## src/rtl/reloj_hms_param.sv

```systemverilog
// reloj_hms_param: single-clock BCD time-of-day core with button set mode, 12/24-hour display and 2 Hz field blink.
// Optional alarm (alarm registers, SET_AMIN/SET_AHOUR states, alarm output) is built when RELOJ_ALARM_EN is defined.

module reloj_hms_param #(
    parameter int CLK_HZ    = 1000000,
    parameter int ALARM_SEC = 30
) (
    input  logic       clk,
    input  logic       rst,
    input  logic       set,
    input  logic       inc,
    input  logic       mode12,
    input  logic       al_on,
    output logic [3:0] S0,
    output logic [3:0] S1,
    output logic [3:0] M0,
    output logic [3:0] M1,
    output logic [3:0] H0,
    output logic [1:0] H1,
    output logic       pm,
    output logic       Dots,
    output logic       alarm
);

    localparam int PRE_W = (CLK_HZ > 2) ? $clog2(CLK_HZ) : 1;
    localparam int QTR   = CLK_HZ / 4;
    localparam int BLK_W = (QTR > 1) ? $clog2(QTR) : 1;
    localparam logic [PRE_W-1:0] PRE_MAX  = PRE_W'(CLK_HZ - 1);
    localparam logic [PRE_W-1:0] PRE_HALF = PRE_W'(CLK_HZ / 2);
    localparam logic [BLK_W-1:0] BLK_MAX  = BLK_W'(QTR - 1);

`ifdef RELOJ_ALARM_EN
    typedef enum logic [2:0] {RUN, SET_SEC, SET_MIN, SET_HOUR, SET_AMIN, SET_AHOUR} state_t;
`else
    typedef enum logic [1:0] {RUN, SET_SEC, SET_MIN, SET_HOUR} state_t;
`endif

    // Packed BCD: {tens, ones}.
    function automatic logic [6:0] inc_bcd60(input logic [6:0] v);
        if (v == 7'h59)
            return 7'h00;
        else if (v[3:0] == 4'd9)
            return {v[6:4] + 3'd1, 4'd0};
        else
            return {v[6:4], v[3:0] + 4'd1};
    endfunction

    function automatic logic [5:0] inc_bcd24(input logic [5:0] v);
        if (v == 6'h23)
            return 6'h00;
        else if (v[3:0] == 4'd9)
            return {v[5:4] + 2'd1, 4'd0};
        else
            return {v[5:4], v[3:0] + 4'd1};
    endfunction

    // Returns {pm, tens[1:0], ones[3:0]} for a 24-hour BCD hour.
    function automatic logic [6:0] hour_disp(input logic [5:0] h_bcd, input logic m12);
        logic [4:0] h;
        logic [4:0] d;
        logic       p;
        h = 5'(h_bcd[5:4]) * 5'd10 + 5'(h_bcd[3:0]);
        d = h;
        p = 1'b0;
        if (m12) begin
            p = (h >= 5'd12);
            if (h == 5'd0)
                d = 5'd12;
            else if (h > 5'd12)
                d = h - 5'd12;
        end
        if (d >= 5'd20)
            return {p, 2'd2, 4'(d - 5'd20)};
        else if (d >= 5'd10)
            return {p, 2'd1, 4'(d - 5'd10)};
        else
            return {p, 2'd0, 4'(d)};
    endfunction

    state_t             state_q, state_d;
    logic [PRE_W-1:0]   pre;
    logic [BLK_W-1:0]   blk_cnt;
    logic               blink;
    logic [6:0]         sec, min;
    logic [5:0]         hr;
    logic               set_q, inc_q, set_ev, inc_ev, armed;
    logic               tick;
    logic [6:0]         sec_t, min_t;
    logic [5:0]         hr_t;

    // Edge events are registered, so a button acts one cycle after its rising edge;
    // armed masks an edge seen in the first cycle out of reset.
    always_ff @(posedge clk) begin
        // NOTE: sequential state uses non-blocking assignments so every register samples pre-edge values.
        if (rst) begin
            set_q  <= 1'b0;
            inc_q  <= 1'b0;
            set_ev <= 1'b0;
            inc_ev <= 1'b0;
            armed  <= 1'b0;
        end else begin
            set_q  <= set;
            inc_q  <= inc;
            set_ev <= armed & set & ~set_q;
            inc_ev <= armed & inc & ~inc_q;
            armed  <= 1'b1;
        end
    end

    always_comb begin
        // NOTE: every always_comb output gets a default first so no path can infer a latch.
        state_d = state_q;
        if (set_ev) begin
            case (state_q)
                RUN:       state_d = SET_SEC;
                SET_SEC:   state_d = SET_MIN;
                SET_MIN:   state_d = SET_HOUR;
`ifdef RELOJ_ALARM_EN
                SET_HOUR:  state_d = SET_AMIN;
                SET_AMIN:  state_d = SET_AHOUR;
                SET_AHOUR: state_d = RUN;
`else
                SET_HOUR:  state_d = RUN;
`endif
                default:   state_d = RUN;
            endcase
        end
    end

    always_ff @(posedge clk) begin
        if (rst)
            state_q <= RUN;
        else
            state_q <= state_d;
    end

    // Prescaler only runs while staying in RUN, so the first second after set mode is full length.
    always_ff @(posedge clk) begin
        if (rst)
            pre <= '0;
        else if (state_q == RUN && state_d == RUN)
            pre <= (pre == PRE_MAX) ? '0 : pre + 1'b1;
        else
            pre <= '0;
    end

    assign tick = (state_q == RUN) && (pre == PRE_MAX);

    always_ff @(posedge clk) begin
        if (rst) begin
            blk_cnt <= '0;
            blink   <= 1'b0;
        end else if (blk_cnt == BLK_MAX) begin
            blk_cnt <= '0;
            blink   <= ~blink;
        end else begin
            blk_cnt <= blk_cnt + 1'b1;
        end
    end

    // Next time-of-day on a tick, with the full carry chain resolved in one cycle.
    always_comb begin
        sec_t = inc_bcd60(sec);
        min_t = min;
        hr_t  = hr;
        if (sec == 7'h59) begin
            min_t = inc_bcd60(min);
            if (min == 7'h59)
                hr_t = inc_bcd24(hr);
        end
    end

    always_ff @(posedge clk) begin
        if (rst) begin
            sec <= 7'h00;
            min <= 7'h00;
            hr  <= 6'h00;
        end else if (set_ev) begin
            if (state_q == RUN)
                sec <= 7'h00;
        end else if (inc_ev && state_q != RUN) begin
            case (state_q)
                SET_SEC:  sec <= inc_bcd60(sec);
                SET_MIN:  min <= inc_bcd60(min);
                SET_HOUR: hr  <= inc_bcd24(hr);
                default:  ;
            endcase
        end else if (tick) begin
            sec <= sec_t;
            min <= min_t;
            hr  <= hr_t;
        end
    end

    logic [6:0] src_sec, src_min;
    logic [5:0] src_hr;
    logic [6:0] hdisp;

`ifdef RELOJ_ALARM_EN
    logic [6:0] amin;
    logic [5:0] ahr;
    logic [5:0] al_cnt;
    logic       alarm_q;
    logic       alarm_hit;

    always_ff @(posedge clk) begin
        if (rst) begin
            amin <= 7'h00;
            ahr  <= 6'h00;
        end else if (inc_ev && !set_ev) begin
            if (state_q == SET_AMIN)
                amin <= inc_bcd60(amin);
            else if (state_q == SET_AHOUR)
                ahr <= inc_bcd24(ahr);
        end
    end

    assign alarm_hit = tick && al_on && (hr_t == ahr) && (min_t == amin) && (sec_t == 7'h00);

    // Any button edge dismisses the alarm; otherwise it lasts ALARM_SEC ticks.
    always_ff @(posedge clk) begin
        if (rst) begin
            alarm_q <= 1'b0;
            al_cnt  <= '0;
        end else if (!al_on || set_ev || inc_ev) begin
            alarm_q <= 1'b0;
        end else if (alarm_hit) begin
            alarm_q <= 1'b1;
            al_cnt  <= 6'(ALARM_SEC);
        end else if (tick && alarm_q) begin
            al_cnt <= al_cnt - 6'd1;
            if (al_cnt == 6'd1)
                alarm_q <= 1'b0;
        end
    end

    assign alarm = alarm_q;
`else
    logic [6:0] unused_cfg;
    assign unused_cfg = {al_on, 6'(ALARM_SEC)};
    assign alarm      = 1'b0;
`endif

    always_comb begin
        src_sec = sec;
        src_min = min;
        src_hr  = hr;
`ifdef RELOJ_ALARM_EN
        if (state_q == SET_AMIN || state_q == SET_AHOUR) begin
            src_sec = 7'h00;
            src_min = amin;
            src_hr  = ahr;
        end
`endif
        hdisp = hour_disp(src_hr, mode12);
        S1 = {1'b0, src_sec[6:4]};
        S0 = src_sec[3:0];
        M1 = {1'b0, src_min[6:4]};
        M0 = src_min[3:0];
        H1 = hdisp[5:4];
        H0 = hdisp[3:0];
        pm = hdisp[6];
        if (blink) begin
            case (state_q)
                SET_SEC: begin
                    S1 = 4'hF;
                    S0 = 4'hF;
                end
                SET_MIN: begin
                    M1 = 4'hF;
                    M0 = 4'hF;
                end
                SET_HOUR: begin
                    H1 = 2'b11;
                    H0 = 4'hF;
                end
`ifdef RELOJ_ALARM_EN
                SET_AMIN: begin
                    M1 = 4'hF;
                    M0 = 4'hF;
                end
                SET_AHOUR: begin
                    H1 = 2'b11;
                    H0 = 4'hF;
                end
`endif
                default: ;
            endcase
        end
    end

    assign Dots = (state_q != RUN) || (pre < PRE_HALF);

endmodule

```

## config.mk

```make
export PLATFORM = sky130hd
export DESIGN_NAME = reloj_hms_param
export DESIGN_NICKNAME = d
export VERILOG_FILES = /design/src/rtl/reloj_hms_param.sv
export SDC_FILE = /design/constraint.sdc
export NUM_CORES = 1
export LEC_CHECK = 0
export CAP_MARGIN = 40
export CORE_UTILIZATION = 28
export CTS_BUF_LIST = sky130_fd_sc_hd__clkbuf_8
export DETAILED_ROUTE_END_ITERATION = 8
export PLACE_DENSITY_LB_ADDON = 0.05
export RECOVER_POWER = 100
export SYNTH_ARGS = -nofsm -noshare
export SYNTH_HDL_FRONTEND = slang
export SYNTH_SLANG_ARGS = --single-unit
```

## constraint.sdc

```tcl
create_clock -name clk -period 7.73 [get_ports clk]
set_clock_uncertainty 0.05 [all_clocks]
set_input_delay 1.546 -clock clk [delete_from_list [all_inputs] [get_ports clk]]
set_output_delay 1.546 -clock clk [all_outputs]
set_load 0.02 [all_outputs]
```

## Yosys cells after proc, flatten, opt, wreduce, memory -nomap -nowiden

Index checks and enable logic that the tools add are counted.

| storage, ports and cells | value |
|---|---|
| logic and storage cells | 112 |
| input port bits | 6 |
| flip-flop bits (word level) | 66 |
| output and inout bits | 25 |

| cells by class | value |
|---|---|
| bitwise logic cells | 9 |
| order comparisons | 5 |
| multiply operators | 1 |
| multiplexer cells | 41 |
| reductions and logical operators | 17 |
| equal/unequal tests | 15 |
| $add $sub $neg | 12 |

Operator list:

| kind | number |
|---|---|
| 2-to-1 mux 7 bit | 13 |
| 2-to-1 mux 6 bit | 8 |
| 2-to-1 mux 4 bit | 10 |
| adder 20 x 1 -> 20 bit, second input constant | 1 |
| equality test 20 bit, second input constant | 1 |
| less-than comparator 20 x 19 -> 1 bit, second input constant | 1 |
| 2-to-1 mux 5 bit | 4 |
| adder 18 x 1 -> 18 bit, second input constant | 1 |
| equality test 18 bit, second input constant | 1 |
| equality test 7 bit, second input constant | 2 |
| adder 4 x 1 -> 4 bit, second input constant | 3 |
| equality test 4 bit, second input constant | 3 |
| >= comparator 5 x 4 -> 1 bit, second input constant | 2 |
| one-hot mux 2 bit (4 select lines) | 1 |
| nonzero test 2 bit | 4 |
| adder 3 x 1 -> 3 bit, second input constant | 2 |
| equality test 6 bit, second input constant | 1 |
| 2-to-1 mux 2 bit | 3 |
| != test 2 x 1 -> 1 bit, second input constant | 3 |
| adder 5 x 4 -> 5 bit | 1 |
| >= comparator 5 bit, second input constant | 1 |
| > comparator 5 x 4 -> 1 bit, second input constant | 1 |
| zero test 5 bit | 1 |
| NOT 1 bit | 5 |
| other kinds (19) | 27 |

## Longest topological paths before layout

| depth | value |
|---|---|
| depth after elaboration | 11 |
| mapped depth | 16 |
| gate-level depth less buffers | 16 |

## Least setup slack after synthesis

Ideal clock, no wire load.

| timing path | value |
|---|---|
| path type | register to output |
| start | register hr[4] |
| end | output H0[1] |
| path buffers | 0 |
| required time | 6.134 ns |
| cell stages (with the launch flop) | 16 |
| path slack | 2.375 ns |
| arrival time | 3.759 ns |
| cells stage by stage | dfxtp_1 ha_1 fa_1 xor2_1 ha_1 or3b_1 a21o_1 and2_1 o221ai_1 inv_1 ha_1 a221oi_1 o211ai_1 a21oi_1 and4b_1 a21oi_1 |

| between the ends | value |
|---|---|
| cells in the longest elaborated chain, start to end | 11 |
| elaborated cells between the ends (all ways) | 16 |
| those cells by class | add/sub: 4; mul: 1; order compare: 3; mux: 7; reduce/logical: 1 |

Ends and longest elaborated chain:

| element | RTL line | text |
|---|---|---|
| start: declaration | 85 | `logic [5:0] hr;` |
| start signal: assignment | 185 | `SET_HOUR: hr <= inc_bcd24(hr);` |
| start signal: assignment | 191 | `hr <= hr_t;` |
| multiplier 2 x 3 -> 4 bit (*) | 62 | `h = 5'(h_bcd[5:4]) * 5'd10 + 5'(h_bcd[3:0]);` |
| adder 5 x 4 -> 5 bit (*) | 62 |  |
| subtractor 5 x 4 -> 5 bit or > comparator 5 x 4 -> 1 bit (tied branches) | 70, 69 |  |
| 2-to-1 mux 5 bit | 69 | `else if (h > 5'd12)` |
| 2-to-1 mux 5 bit | 67 | `if (h == 5'd0)` |
| 2-to-1 mux 5 bit (*) | 65 | `if (m12) begin` |
| subtractor 4 bit or >= comparator 5 x 4 -> 1 bit (tied branches) | 75, 74 |  |
| 2-to-1 mux 5 bit | 74 | `else if (d >= 5'd10)` |
| 2-to-1 mux 6 bit (*) | 72 | `if (d >= 5'd20)` |
| 2-to-1 mux 4 bit | 264 | `case (state_q)` |
| 2-to-1 mux 4 bit (*) | 263 | `if (blink) begin` |
| end: declaration | 18 | `output logic [3:0] H0,` |

Mark *: on every way between the ends. The rest lies on a longest branch, timed or not.

## Final worst setup path

| timing path | value |
|---|---|
| start | register hr[1] |
| end | output H0[2] |

| between the ends | value |
|---|---|
| cells in the longest elaborated chain, start to end | 10 |
| elaborated cells between the ends (all ways) | 15 |
| those cells by class | add/sub: 4; order compare: 3; mux: 7; reduce/logical: 1 |

Ends and longest elaborated chain:

| element | RTL line |
|---|---|
| adder 5 x 4 -> 5 bit (*) | 62 |
| subtractor 5 x 4 -> 5 bit or > comparator 5 x 4 -> 1 bit (tied branches) | 70, 69 |
| 2-to-1 mux 5 bit | 69 |
| 2-to-1 mux 5 bit | 67 |
| 2-to-1 mux 5 bit (*) | 65 |
| subtractor 4 bit or >= comparator 5 x 4 -> 1 bit (tied branches) | 75, 74 |
| 2-to-1 mux 5 bit | 74 |
| 2-to-1 mux 6 bit (*) | 72 |
| 2-to-1 mux 4 bit | 264 |
| 2-to-1 mux 4 bit (*) | 263 |

Marked as above.

==> out/metrics.csv <==
metric,value,unit
io_pins,31,
die_w,116.4,µm
hold_buffers,0,
nets,501,
ant_nets,0,
arrival,5100,ps
cts_buffers,9,
grt_pass1_vias,2813,
synth_edf_count,0,
ys_ff_latch,66,
fmax,0.1494,GHz
synth_nets,471,
port_buffers,28,
yosys_warnings,0,
start_kind,flop,
grt_pass1_wl,13.77,mm
synthCells,443,
finalNonFillerCells,650,
first_pass_iters,4,
relSlewSlack,0.05889,
drive_above_1_share,0.05439,
n_fill_cell,1374,
crit_type,flop to primary output,
cts_max_level,3,
stdcell_area,4318,µm²
tightest_slew,1412,ps
die_y,116.4,µm
drv_cap,0,
setup_tns,0,ps
leakage,1.721,nW
wl_per_cell,12.43,µm
period_share,0.8659,
crit_fanout,9,
holdPathStages,1,
synth.avg_cell_area,8.273,µm²
powerDensity,157.6,nW/µm²
cp_data_required_time,6130,ps
outcome,"finished, final reports clean",
grt_usage,0.1316,
dpl.hpwl,5.711,mm
synth.area.top_cells,"dfxtp_1, ha_1, nor2_1",
end_kind,primary output,
synth.largest_area_cell,dfxtp_1,
worstRegToRegCells,8,
synth_ff_type,dfxtp_1,
place_area,4131,µm²
m1WireLength,4.123,mm
synth_area,3665,µm²
fin_crit,6693,ps
min_to,pre[0],
num_rows,41,
wl_met3,283,µm
rsz0062_at_grt,false,
start_util,0.2892,
yosysUniqueCellTypes,59,
setup_viol,0,
rr_endpoint,hr[5],
clk_latency,360,ps
hold_class,flop to flop,
cts-root-buf,clkbuf_8,
hold_viol,0,
drt-initial-drc-count,158,
clock_path_buffers,2,
diodes,0,
reg2reg_slack,5270,ps
grt_overflow,0,
placed_cells,634,
drcViolationCount,0,
hold_start,pre[0],
grt_max_degree,29,
vias,3032,
vias_per_cell,4.665,
cts_resized,0,
drv_slew,0,
cts.clk_slew.worst_paths,70,ps
post-cts-setup-buffer-count,0,
area_growth,17.82,%
synth.top_cells.by_count,"dfxtp_1, nor2_1, nand2_1",
ys_async_sr_fraction,0,
ys_seq_area_frac,0.3605,
cts_tree,yes,
r2r-start,pre[0],
place.gp.congestion,0.7746,
antenna_found_initial,0,
wl_met2,3.518,mm
core-area,12670,µm²
die-area,13550,µm²
yosysTopAreaCellShare,0.3605,
ir_worst_vdd,0.08207,mV
finalCoreUtilization,0.3408,
whs,417.4,ps
cts_sinks,66,
wl,8.078,mm
top_layer,met4,
## report_power, final
group	switching, mW	internal, mW	total (mW)
combinational	0.0202	0.0122	0.0325
clock	0.136	0.163	0.298
sequential	0.00486	0.345	0.350
total	0.161	0.520	0.681
## state kept, by name (all words and copies together) (netlist names)
register	flops
pre	20
sec	7
inc_q	1
inc_ev	1
armed	1
state_q	2
set_ev	1
set_q	1
min	7
blk_cnt	18
blink	1
hr	6
## kinds of logic after synthesis
kind of cell | after synthesis | synth area share
simple gates | 213 | 0.3103
flops | 66 | 0.3605
compound gates | 64 | 0.1093
xor+xnor | 36 | 0.08604
buf+inv | 35 | 0.03926
fa+ha+maj | 22 | 0.07716
mux | 6 | 0.01639
other cells | 1 | 0.001023
## cell type report
type                            instances  area, µm²  area share
Clock inverter                          5      46.29     0.01072
Clock buffer                           11      151.4     0.03506
Inverter                               23      86.33     0.01999
Timing Repair Buffer                   31      297.8     0.06897
Multi-Input combinational cell        342       2200      0.5094
Sequential cell                        66       1321      0.3060
Tap cell                              172      215.2     0.04984
## per-layer routing
| metal | up-vias | global-route usage |
|---|---|---|
| met4 | 0 | 0.06410 |
| li1 | 1576 | - |
| met5 | - | 0 |
| met2 | 38 | 0.1980 |
| met1 | 1407 | 0.1746 |
| met3 | 11 | 0.03373 |
## worst max-delay path by stage
stage                start    end  slack, ps  cells after the start
CTS                  hr[1]  H0[1]       1100                     16
finish               hr[1]  H0[2]       1040                     16
detailed placement  mode12  H0[1]       1250                     13
global route         hr[1]  H0[1]        780                     16
floorplan            hr[4]  H0[1]       2370                     15
global placement    mode12  H0[1]       1230                     13
## critical path: stages (launching register included)
cell           delay (ps)
dfxtp_1               410
ha_1                  270
fa_1                  380
xor2_1                380
ha_1                  280
or3b_1                420
a21o_1                190
and2_1                130
o221ai_1              240
inv_1                 100
ha_1                  210
a221oi_1              280
o211ai_1              130
a21oi_1               290
mux2i_1               240
o221ai_1              120
dlygate4sd3_1         670
## placed cells by master, fill, tap and decap left out, types with 2 or more instances in the layout
cell,count
nor3_1,9
nor4b_4,2
nand2b_1,14
clkdlybuf4s50_1,3
o221ai_1,2
xor2_1,20
nor2_1,66
nor2b_1,9
clkbuf_1,2
inv_1,26
dlygate4sd3_1,25
and2_1,2
clkbuf_8,11
xnor2_1,16
nand2_2,2
nor4b_1,2
o21ai_0,16
nand3b_1,4
nand3_1,19
and4b_1,2
a211oi_1,2
a21oi_1,27
and3b_1,2
dfxtp_1,66
or4_1,3
nor4_1,4
mux2i_1,6
and3_1,7
ha_1,21
nand4_1,8
or3_1,11
nor3b_1,2
a31oi_1,2
nand2_1,37
## per-stage QoR
stage / setup slack, ps / power, mW
detailed placement: 1248 / 0.3928
CTS: 1100 / 0.6985
global placement: 1227 / 0.3914
finish: 1037 / 0.6805
floorplan: 2375 / 0.3810
global route: 783.9 / 0.7154
Power figures use the tool's default switching activity.
==> patch 1: new RTL, same flow settings <==
The parameter `CLK_HZ` goes from 1000000 to 250000.
--- a/src/rtl/reloj_hms_param.sv
+++ b/src/rtl/reloj_hms_param.sv
@@ -3,5 +3,5 @@
 
 module reloj_hms_param #(
-    parameter int CLK_HZ    = 1000000,
+    parameter int CLK_HZ    = 250000,
     parameter int ALARM_SEC = 30
 ) (
Function: same outputs for any inputs over 10 cycles, from zero or initial values and one cycle with rst high; that may be too few to reach the edited logic, so the function may still have changed.
==> patch 1 against the original RTL <==
Utilization increased by 0.36 points; cell area is 3.0% lower; synthesized area decreased by 3.1%; sequential share of layout area shrank 0.96 points; worst setup slack gained 400 ps; routed wire length shrank 0.85%; sequential cell count down 4; total power fell by 4.0%; critical path type is now in2out; largest cell class unchanged; largest power group unchanged.
==> patch 1: results (changes against the original RTL) <==
----------------------------------------------------
[Critical path]
  Highest fanout seen on the critical path ... 6 (-3)
  Reg-to-reg startpoint ... state_q[0]
  Critical R2R Capture ... sec[4]
  Slack of the worst reg-to-reg path ... 5370 ps (+100 ps)

[Route]
  Met3 Routed Length ... 280 um (-1.1%)
  Routed wire length ... 8.01 mm (-0.85%)
  Number of DRC violations after detailed-routing iteration 0 ... 168 (+6.3%)
  Via total after detailed routing ... 2908 (-4.1%)
  Detailed route wirelength on metal2 ... 3.53 mm (+0.43%)
  Post-route met1 wirelength ... 4.04 mm (-2.0%)

[Logic synthesis]
  Sequential share of the synthesized area ... 35.0% (-1.1 points)
  Synth cell types ... 60 (+1.7%)
  Count of mapped cells out of synthesis ... 428 (-3.4%)
  Synth top cells by count ... sky130_fd_sc_hd__nor2_1 (67), sky130_fd_sc_hd__dfxtp_1 (62), sky130_fd_sc_hd__nand2_1 (36)

[Finish]
  Multi-input gate share of the layout cell area ... 51.7% (+0.72 points)
  Sequential Area ... 0.00124 mm2 (-6.1%)
  Signal buf overhead ... 6.78% (-0.11 points)
  Share of final-layout standard cells stronger than drive strength 1 ... 6.52% (+1.1 points)
  Logic inverters ... 25 (+8.7%)
  Largest registers in the final layout ... pre (18), blk_cnt (16)
  Area delta synth->final ... 17.9% (about the same)
  Count of plain and timing-repair buffers ... 29 (-6.5%)
  Num sequential ... 62 (-6.1%)
  Number of combinational gates with multiple inputs ... 331 (-3.2%)
  Clkbuf count ... 12 (+1)

[Hold path]
  Origin of the worst min-delay path ... blk_cnt[0]

[Global routing]
  Global-route usage over all layers ... 13.3% (+0.13 points)
  First-pass GRT wire length ... 13.7 mm (-0.80%)
  Largest net degree at the start of global routing ... 22 (-24%)

[Timing]
  Worst max-slew margin expressed relative to the limit ... 30.9% (+25 points)

[Power and ir drop]
  Leakage ... 1.70 nW (-1.2%)
  Power per cell area ... 156 mW/mm2 (-1.1%)
  Worst VDD drop ... 0.0821 mV (about the same)

[Place]
  Placed Instance Area ... 0.00400 mm2 (-3.1%)
  Pre-CTS WS ... 1500 ps (+256 ps)
  # placed instances ... 615 (-3.0%)
  HPWL Detailed ... 5.88 mm (+2.9%)

[Outcome]
  Run status ... completed

----------------------------------------------------
-- patch 1: power breakdown --
part / switching (mW) / internal [mW] / total (mW)
registers: 0.00481 / 0.324 / 0.329
logic: 0.0187 / 0.0121 / 0.0307
clock network: 0.123 / 0.170 / 0.293
total: 0.147 / 0.506 / 0.653
-- patch 1: how the worst max path moves through the flow --
stage / slack, ps / endpoint / startpoint / cells past startpoint
after floorplan: 2740 / H0[1] / hr[1] / 14
after global placement: 1550 / H0[1] / mode12 / 12
after detailed placement: 1500 / H0[1] / mode12 / 12
after CTS: 1500 / H0[1] / mode12 / 12
after global routing: 1240 / H0[1] / mode12 / 12
final: 1430 / H0[1] / mode12 / 12
-- patch 1: critical path, stage by stage --
cell and delay (ps):
sky130_fd_sc_hd__clkdlybuf4s50_1 570, sky130_fd_sc_hd__inv_1 150, sky130_fd_sc_hd__a211oi_1 360, sky130_fd_sc_hd__nor3_1 140
sky130_fd_sc_hd__o2bb2ai_1 220, sky130_fd_sc_hd__inv_1 90, sky130_fd_sc_hd__ha_1 240, sky130_fd_sc_hd__o21ai_0 90
sky130_fd_sc_hd__o211ai_1 150, sky130_fd_sc_hd__mux2i_1 250, sky130_fd_sc_hd__mux2i_1 220, sky130_fd_sc_hd__dlygate4sd3_1 690
-- patch 1: cell families (layout without fill, tap and decap cells) --
kind of cell	count (synthesis)	after routing	synth area share [%]
simple gates	203	203	30.0
flops	62	62	35.0
compound gates	58	58	10.9
xor+xnor	35	35	8.63
buf+inv	35	67	4.12
fa+ha+maj	21	21	7.61
mux	13	13	3.66
other cells	1	1	0.106
-- patch 1: per-layer routing --
metal	global-route usage (%)	vias to the layer above
met1	17.0	1323
li1	-	1538
met4	6.32	0
met5	0	-
met3	3.71	9
met2	20.6	38
==> patch 2: new RTL, same flow settings <==
Without the edit above. Encoding of `state_t`: now Gray code (2 bits for 4 states).
--- a/src/rtl/reloj_hms_param.sv
+++ b/src/rtl/reloj_hms_param.sv
@@ -33,5 +33,5 @@
     typedef enum logic [2:0] {RUN, SET_SEC, SET_MIN, SET_HOUR, SET_AMIN, SET_AHOUR} state_t;
 `else
-    typedef enum logic [1:0] {RUN, SET_SEC, SET_MIN, SET_HOUR} state_t;
+    typedef enum logic [1:0] {RUN = 2'b00, SET_SEC = 2'b01, SET_MIN = 2'b11, SET_HOUR = 2'b10} state_t;
 `endif
 
Check against the original RTL: same outputs for any inputs over 10 cycles, from zero or initial values and one cycle with rst high; not proved beyond that.
==> patch 2 against the original RTL <==
Total power shrank 5.1%; worst setup slack worse by 57 ps; critical path depth is the same; synthesized area rose by 0.92%; utilization shrank 0.34 points; sequential share of layout area up 0.062 points; cell area shrank 0.20%; routed wire length is 1.3% higher; sequential cell count unchanged; highest routed layer unchanged.
==> patch 2: results (changes against the original RTL) <==
----------------------------------------------------
[Route]
  Number of DRC violations after detailed-routing iteration 0 ... 162 (+2.5%)
  Router iterations before antenna repair ... 5 (+1)
  Routed wire length ... 8.18 mm (+1.3%)
  Post-detailed-route via-to-cell ratio ... 4.73 (+1.3%)

[Finish]
  Ant. Diodes ... 0 (unchanged)
  Fill cell total of the finished layout ... 1387 (+0.95%)
  Final Net Count ... 509 (+1.6%)
  Share of final-layout standard cells stronger than drive strength 1 ... 5.52% (+0.082 points)
  Largest registers in the final layout ... pre (20), blk_cnt (18)

[Logic synthesis]
  Post-Syn Nets ... 483 (+2.5%)
  Cell types occupying the most area after synthesis ... sky130_fd_sc_hd__dfxtp_1 (36%), sky130_fd_sc_hd__nor2_1 (7.1%), sky130_fd_sc_hd__ha_1 (5.8%), sky130_fd_sc_hd__xor2_1 (4.3%), sky130_fd_sc_hd__nand2_1 (4.2%)
  Warnings, synthesis ... 0 (unchanged)
  Synth top cells by count ... sky130_fd_sc_hd__nor2_1 (70), sky130_fd_sc_hd__dfxtp_1 (66), sky130_fd_sc_hd__nand2_1 (41)
  Async set-or-reset flop fraction in the synthesized netlist ... 0% (unchanged)
  Sequential share of the synthesized area ... 35.7% (-0.33 points)
  Predominant post-synthesis flop cell ... sky130_fd_sc_hd__dfxtp_1
  Synth cell types ... 60 (+1.7%)

[Clocking]
  # Post-CTS Setup Buffers ... 0 (unchanged)
  Htree depth ... 3 (unchanged)
  # resized after CTS ... 0 (unchanged)
  Total CTS buffers ... 9 (unchanged)
  CTS clock-pin slew for the worst setup and hold paths ... 70 ps (about the same)
  Number of buffers on the longest clock path ... 2 (unchanged)
  Skew-Pair Late Insertion Delay ... 350 ps
  Root buffer cell ... sky130_fd_sc_hd__clkbuf_8

[Critical path]
  Highest fanout seen on the critical path ... 8 (-1)
  WP data arrival ... 5150 ps (+50 ps)
  Worst path slowest cell ... sky130_fd_sc_hd__dlygate4sd3_1
  Worst path max stage delay ... 720 ps (+50 ps)
  Critical path launch point ... hr[1]
  Reg-to-reg startpoint ... min[0]
  Kind of cell with the highest combined delay on the critical path ... compound AO/OA/AOI/OAI gates

[Hold path]
  Origin of the worst min-delay path ... blk_cnt[0]
  Type of the most critical hold path ... reg2reg

[Global routing]
  Antenna violations before repair ... 0 (unchanged)
  First-pass GRT wire length ... 14.1 mm (+2.2%)
  Number of global-route vias before repair ... 2899 (+3.1%)
  Largest net degree at the start of global routing ... 26 (-10%)
  Global-route usage over all layers ... 13.4% (+0.19 points)

[Place]
  PortBufs ... 28 (unchanged)
  HPWL Detailed ... 5.93 mm (+3.8%)
  Final Wtd Congestion ... 0.857 (+11%)

[Power and ir drop]
  Leakage ... 1.70 nW (-1.2%)
  Worst VDD drop ... 0.0613 mV (-25%)

[Timing]
  Transition time at the pin with the least slew margin ... 1150 ps (-262 ps)

[Outcome]
  Run status ... completed

----------------------------------------------------
==> patch 2: changes by cell type in the layout (fill, tap and decap cells not counted), sizes merged, moves of 3 or more <==
| cell | before | now |
|---|---|---|
| nor2 | 66 | 70 |
| ha | 21 | 17 |
| nand3 | 20 | 29 |
| or3 | 11 | 14 |
| nand2b | 14 | 11 |
| nand2 | 39 | 42 |
| nor4b | 4 | 0 |
==> patch 2: worst paths after layout <==
check | to | slack, ps | depth (start not counted)
hold reg to reg | blk_cnt[0] | 410 | 1
hold / removal | blk_cnt[0] | 410 | 1
setup / recovery | H0[2] | 980 | 16
setup reg to reg | hr[5] | 5310 | 7
==> patch 2: routing by layer <==
layer  wire (um)  vias up  track usage [%]
met1        4160     1419             17.1
met4         181        0             7.59
li1            -     1643                -
met3         253       12             2.83
met5           0        -                0
met2        3590       50             20.9
==> patch 2: metrics by stage <==
stage	instance area [um2]	setup WS (ps)	utilization [%]	instances
after global placement	4140	1190	32.4	646
after global routing	4310	539	33.7	661
after detailed placement	4140	1200	32.4	646
after CTS	4310	998	33.8	661
after floorplan	3700	2110	-	459
final	4310	980	33.7	661
==> patch 2: logic make-up (layout without fill, tap and decap cells) <==
group	Yosys count	count (layout)	share of synthesized area [%]
xor gates and xnor gates	34	34	8.05
other	1	1	0.101
and+or+nand+nor	220	220	30.3
adders and majority gates	18	18	6.29
muxes	8	8	2.20
buffers and inverters	38	68	4.03
AOI/OAI and AO/OA	74	74	13.3
DFF	66	66	35.7
==> patch 2: power breakdown <==
group	switching, mW	total [mW]	leakage, nW	internal (mW)
registers	0.00531	0.350	0.534	0.345
clock network	0.133	0.263	0.0961	0.129
logic	0.0200	0.0328	1.07	0.0127
total	0.159	0.646	1.70	0.487
==> patch 2: layout make-up <==
cell class / count / area [um2] / share of cell area (%)
Clock inverter: 4 / 18.8 / 0.436
Timing Repair Buffer: 29 / 284 / 6.59
Sequential cell: 66 / 1320 / 30.7
Clock buffer: 11 / 151 / 3.51
Inverter: 24 / 90.1 / 2.09
Tap cell: 172 / 215 / 4.99
Multi-Input combinational cell: 355 / 2230 / 51.7
